## config.mk

```make
export PLATFORM = sky130hd
export DESIGN_NAME = control
export DESIGN_NICKNAME = d
export VERILOG_FILES = /design/src/rtl/control.sv
export SDC_FILE = /design/constraint.sdc
export NUM_CORES = 1
export LEC_CHECK = 0
export ABC_CLOCK_PERIOD_IN_PS = 800
export BUFFER_PORTS_ARGS = -buffer_cell sky130_fd_sc_hd__buf_2
export CORE_MARGIN = 1.5
export CORE_UTILIZATION = 44
export DETAILED_ROUTE_END_ITERATION = 12
export PLACE_DENSITY = 0.72
export REMOVE_ABC_BUFFERS = 1
export SYNTH_ARGS = -nofsm -noshare
export SYNTH_HDL_FRONTEND = slang
export SYNTH_SLANG_ARGS = --single-unit
```

## constraint.sdc

```tcl
create_clock -name clk -period 0.8 [get_ports clk]
set_input_delay 0.12 -clock clk [delete_from_list [all_inputs] [get_ports clk]]
set_output_delay 0.12 -clock clk [all_outputs]
set_load 0.05 [all_outputs]
```

## src/rtl/control.sv

```systemverilog
// MIPS main control decoder at the ID stage.
// Opcode/funct decode is combinational; the control word is registered into ID/EX.
module control (
    input  logic       clk,
    input  logic       reset,
    input  logic [5:0] op,
    input  logic [5:0] funct,
    output logic       Jr_if,
    output logic       Bne_if,
    output logic       J_if,
    output logic [1:0] RegDst,
    output logic       ALUSrc,
    output logic [1:0] MemtoReg,
    output logic       RegWrite,
    output logic       MemWrite,
    output logic       Beq_if,
    output logic       Bgezal_if,
    output logic [2:0] ALUOp,
    output logic [1:0] EXTOp
);

    typedef enum logic [5:0] {
        OP_SPECIAL = 6'b000000,
        OP_REGIMM  = 6'b000001,
        OP_J       = 6'b000010,
        OP_JAL     = 6'b000011,
        OP_BEQ     = 6'b000100,
        OP_BNE     = 6'b000101,
        OP_ORI     = 6'b001101,
        OP_LUI     = 6'b001111,
        OP_LW      = 6'b100011,
        OP_SW      = 6'b101011
    } opcode_e;

    typedef enum logic [5:0] {
        FN_SLL  = 6'b000000,
        FN_JR   = 6'b001000,
        FN_JALR = 6'b001001,
        FN_ADDU = 6'b100001,
        FN_SUBU = 6'b100011
    } funct_e;

    typedef enum logic [1:0] {
        DST_RT  = 2'b00,
        DST_RD  = 2'b01,
        DST_R31 = 2'b10
    } regdst_e;

    typedef enum logic [1:0] {
        WB_ALU  = 2'b00,
        WB_MEM  = 2'b01,
        WB_LINK = 2'b10
    } wbsel_e;

    typedef enum logic [2:0] {
        ALU_ADD  = 3'b000,
        ALU_SUB  = 3'b001,
        ALU_OR   = 3'b010,
        ALU_PASS = 3'b011
    } aluop_e;

    typedef enum logic [1:0] {
        EXT_ZERO = 2'b00,
        EXT_SIGN = 2'b01,
        EXT_HIGH = 2'b10
    } extop_e;

    typedef struct packed {
        logic    jr;
        logic    bne;
        logic    j;
        regdst_e regdst;
        logic    alusrc;
        wbsel_e  memtoreg;
        logic    regwrite;
        logic    memwrite;
        logic    beq;
        logic    bgezal;
        aluop_e  aluop;
        extop_e  extop;
    } ctrl_t;

    ctrl_t ctrl_d;
    ctrl_t ctrl_q;

    // Every unlisted op/funct falls through to the all-zero NOP word.
    always_comb begin
        ctrl_d = '0;
        case (op)
            OP_SPECIAL: begin
                case (funct)
                    FN_ADDU: begin
                        ctrl_d.regdst   = DST_RD;
                        ctrl_d.regwrite = 1'b1;
                        ctrl_d.aluop    = ALU_ADD;
                    end
                    FN_SUBU: begin
                        ctrl_d.regdst   = DST_RD;
                        ctrl_d.regwrite = 1'b1;
                        ctrl_d.aluop    = ALU_SUB;
                    end
                    FN_JR: begin
                        ctrl_d.jr = 1'b1;
                    end
                    FN_JALR: begin
                        ctrl_d.jr       = 1'b1;
                        ctrl_d.regdst   = DST_RD;
                        ctrl_d.memtoreg = WB_LINK;
                        ctrl_d.regwrite = 1'b1;
                    end
                    default: ctrl_d = '0;
                endcase
            end
            OP_ORI: begin
                ctrl_d.alusrc   = 1'b1;
                ctrl_d.regwrite = 1'b1;
                ctrl_d.aluop    = ALU_OR;
                ctrl_d.extop    = EXT_ZERO;
            end
            OP_LW: begin
                ctrl_d.alusrc   = 1'b1;
                ctrl_d.memtoreg = WB_MEM;
                ctrl_d.regwrite = 1'b1;
                ctrl_d.aluop    = ALU_ADD;
                ctrl_d.extop    = EXT_SIGN;
            end
            OP_SW: begin
                ctrl_d.alusrc   = 1'b1;
                ctrl_d.memwrite = 1'b1;
                ctrl_d.aluop    = ALU_ADD;
                ctrl_d.extop    = EXT_SIGN;
            end
            OP_LUI: begin
                ctrl_d.alusrc   = 1'b1;
                ctrl_d.regwrite = 1'b1;
                ctrl_d.aluop    = ALU_PASS;
                ctrl_d.extop    = EXT_HIGH;
            end
            OP_BEQ: begin
                ctrl_d.beq   = 1'b1;
                ctrl_d.aluop = ALU_SUB;
                ctrl_d.extop = EXT_SIGN;
            end
            OP_BNE: begin
                ctrl_d.bne   = 1'b1;
                ctrl_d.aluop = ALU_SUB;
                ctrl_d.extop = EXT_SIGN;
            end
            OP_J: begin
                ctrl_d.j = 1'b1;
            end
            OP_JAL: begin
                ctrl_d.j        = 1'b1;
                ctrl_d.regdst   = DST_R31;
                ctrl_d.memtoreg = WB_LINK;
                ctrl_d.regwrite = 1'b1;
            end
            // Link is written unconditionally; the branch unit resolves the condition.
            OP_REGIMM: begin
                ctrl_d.bgezal   = 1'b1;
                ctrl_d.extop    = EXT_SIGN;
                ctrl_d.regdst   = DST_R31;
                ctrl_d.memtoreg = WB_LINK;
                ctrl_d.regwrite = 1'b1;
            end
            default: ctrl_d = '0;
        endcase
    end

    always_ff @(posedge clk or posedge reset) begin
        if (reset) begin
            ctrl_q <= '0;
        end else begin
            ctrl_q <= ctrl_d;
        end
    end

    assign Jr_if     = ctrl_q.jr;
    assign Bne_if    = ctrl_q.bne;
    assign J_if      = ctrl_q.j;
    assign RegDst    = ctrl_q.regdst;
    assign ALUSrc    = ctrl_q.alusrc;
    assign MemtoReg  = ctrl_q.memtoreg;
    assign RegWrite  = ctrl_q.regwrite;
    assign MemWrite  = ctrl_q.memwrite;
    assign Beq_if    = ctrl_q.beq;
    assign Bgezal_if = ctrl_q.bgezal;
    assign ALUOp     = ctrl_q.aluop;
    assign EXTOp     = ctrl_q.extop;

endmodule

```

==> run summary <==
Mean Syn Cell Area: 11.1 um^2
crit path max fanout: 1
Remaining DRCs: 0
Fin. Hold Viols: 0
H-tree Lvls: 1
fin crit share: 118%
Die Wd: 42.8 um
DP HPWL: 1.01 mm
antenna violations before repair: 0
Clock power frac: 32.5%
power after layout: 1.64 mW
# nets final: 120
Pwr per Cell Area: 1530 nW/um^2
Fin Hold WS: 0.0656 ns
top_reg_cell synth: dfrtp_1
DR iter-0 viols: 4
setup violators final: 16
Routed WL: 1.57 mm
Internal Power: 1.22 mW
Routed Antenna Nets: 0
most frequent cells in the layout: dfrtp_1 (16), buf_6 (16), buf_2 (13)
share of layout cells above drive strength 1: 46.7%
switch share: 26.0%
critical path required time: 0.68 ns
Fmax: 1.06 GHz
Max VDD drop: 0.00114 V
num ports: 31
grt ovf: 0
Net Switching: 426 uW
yosys warns: 0
Max Cap Viol: 0
core area: 1490 um^2
Cells after Synth: 63
row count: 14
Worst-path clk slew: 0.09 ns
area leader, netlist: dfrtp_1
die area: 1830 um^2
CP cell instances: buf_6
CTS tree: yes
CTS Buf Count: 3
Unique masters post-synth: 29
ys async rst share: 100%
DR vias: 623
GRT Overall Usage: 18.2%
combinational power share: 17.2%
clk root buf: clkbuf_4
Post CTS Setup Buffer Count: 0
global-route wire length before repair: 2.50 mm
clk sinks: 16
Layout area overhead: 53.9%
Via density: 5.15
Tmin final: 0.945 ns
Pleak: 0.546 nW
routed wire length per instance: 12.9 um
CP Launch Type: register
critical path class: reg2out
Pre-antenna DRT Iters: 4
Die Ht: 42.8 um
diodes inserted: 0
vias in the first global route: 615
Synth top area share: 57.5%
synthesis-stage register bit count: 16
status: finished with violations
CP top delay family: flip-flops
number of flops mapped to enable cells by yosys: 0
Synth Cell Area: 697 um^2
Hold Path Class: in2reg
Seq pwr share: 50.3%
PortBufs: 29
final RePlAce weighted congestion: 0.818
CP max-delay cell: dfrtp_1
Largest stage delay, worst path: 0.38 ns
Post-Place Worst Slack: -0.264 ns
Initial Utilization: 46.8%
largest cells by area after synthesis: dfrtp_1 (57%), nor2_1 (3.8%), nor4_2 (3.6%)
TNS Setup: -2.26 ns
Layout Cells excl Fill: 121
count of pins over their slew limit: 0
RSZ-0062 raised after global routing: yes
Worst Path Arrival: 0.82 ns
# fillers: 104
post-synthesis sequential area ratio: 57.5%
crit path buf inv count: 1
setup ws final: -0.145 ns
clock tree buffer depth: 2
cell total after placement: 116
failing checks: setup timing
critical path endpoint category: output port
largest net degree at the start of global routing: 17
==> final timing paths <==
kind                       slack, ns  cells after the start      from        to
setup / recovery               -0.14                      1  ALUOp[0]  ALUOp[0]
hold / removal                  0.07                      3  funct[1]  ALUOp[0]
max in group asynchronous       0.24                      4     reset    Bne_if
min in group asynchronous       0.38                      4     reset  EXTOp[0]
==> cell usage after synthesis (2+ instances only) <==
cell	instances
o21ai_1	2
nor3_1	2
nor2_1	7
dfrtp_1	16
and3_1	2
nor4_2	2
inv_1	2
nand2b_1	2
nand2_1	4
buf_6	2
nor2b_1	3
a21oi_1	2
==> cell type report <==
class,count,area (um^2),area share (%)
Clock buffer,4,36.3,3.38
Inverter,2,7.51,0.700
Multi-Input combinational cell,41,263,24.5
Sequential cell,16,400,37.3
Tap cell,16,20.0,1.87
Timing Repair Buffer,42,345,32.2
==> repair_timing <==
item	4_1_cts	5_1_grt
gates resized for setup	32	1
setup endpoints to repair	16	20
hold endpoints to repair	16	0
hold buffers	1	0
==> flip-flops by register name, summed over array words and instances (netlist names) <==
signal     count
RegDst         2
MemtoReg       2
Jr_if          1
MemWrite       1
ALUSrc         1
J_if           1
Beq_if         1
EXTOp          2
ALUOp          2
RegWrite       1
Bgezal_if      1
Bne_if         1
==> logic make-up after synthesis <==
logic type / share of synthesized area [%]
buffers and inverters: 6.10
other: 0.538
AND/OR/NAND/NOR: 28.5
flip-flops: 57.5
AO/OA/AOI/OAI: 7.36
==> power groups by stage <==
| stage | registers, mW | logic (mW) | clock network (mW) |
|---|---|---|---|
| floorplan | 0.886 | 0.0728 | 0 |
| global placement | 0.839 | 0.247 | 0 |
| detailed placement | 0.839 | 0.251 | 0 |
| CTS | 0.826 | 0.273 | 0.536 |
| global route | 0.827 | 0.304 | 0.577 |
| finish | 0.826 | 0.282 | 0.534 |
==> through the flow <==
step | utilization (%) | instance area [um^2]
after floorplan | - | 662
after detailed placement | 61.6 | 917
after global placement | 61.6 | 917
after global routing | 72.0 | 1070
final | 72.0 | 1070
after CTS | 71.4 | 1060
==> per-layer routing <==
metal / vias up / global-route usage [%] / part of all wire (%)
li1: 300 / - / -
met4: 0 / 7.50 / 2.0
met2: 23 / 30.6 / 52
met3: 5 / 3.83 / 4.2
met5: - / 0 / 0
met1: 295 / 22.3 / 41
(Power assumes the default switching activity.)
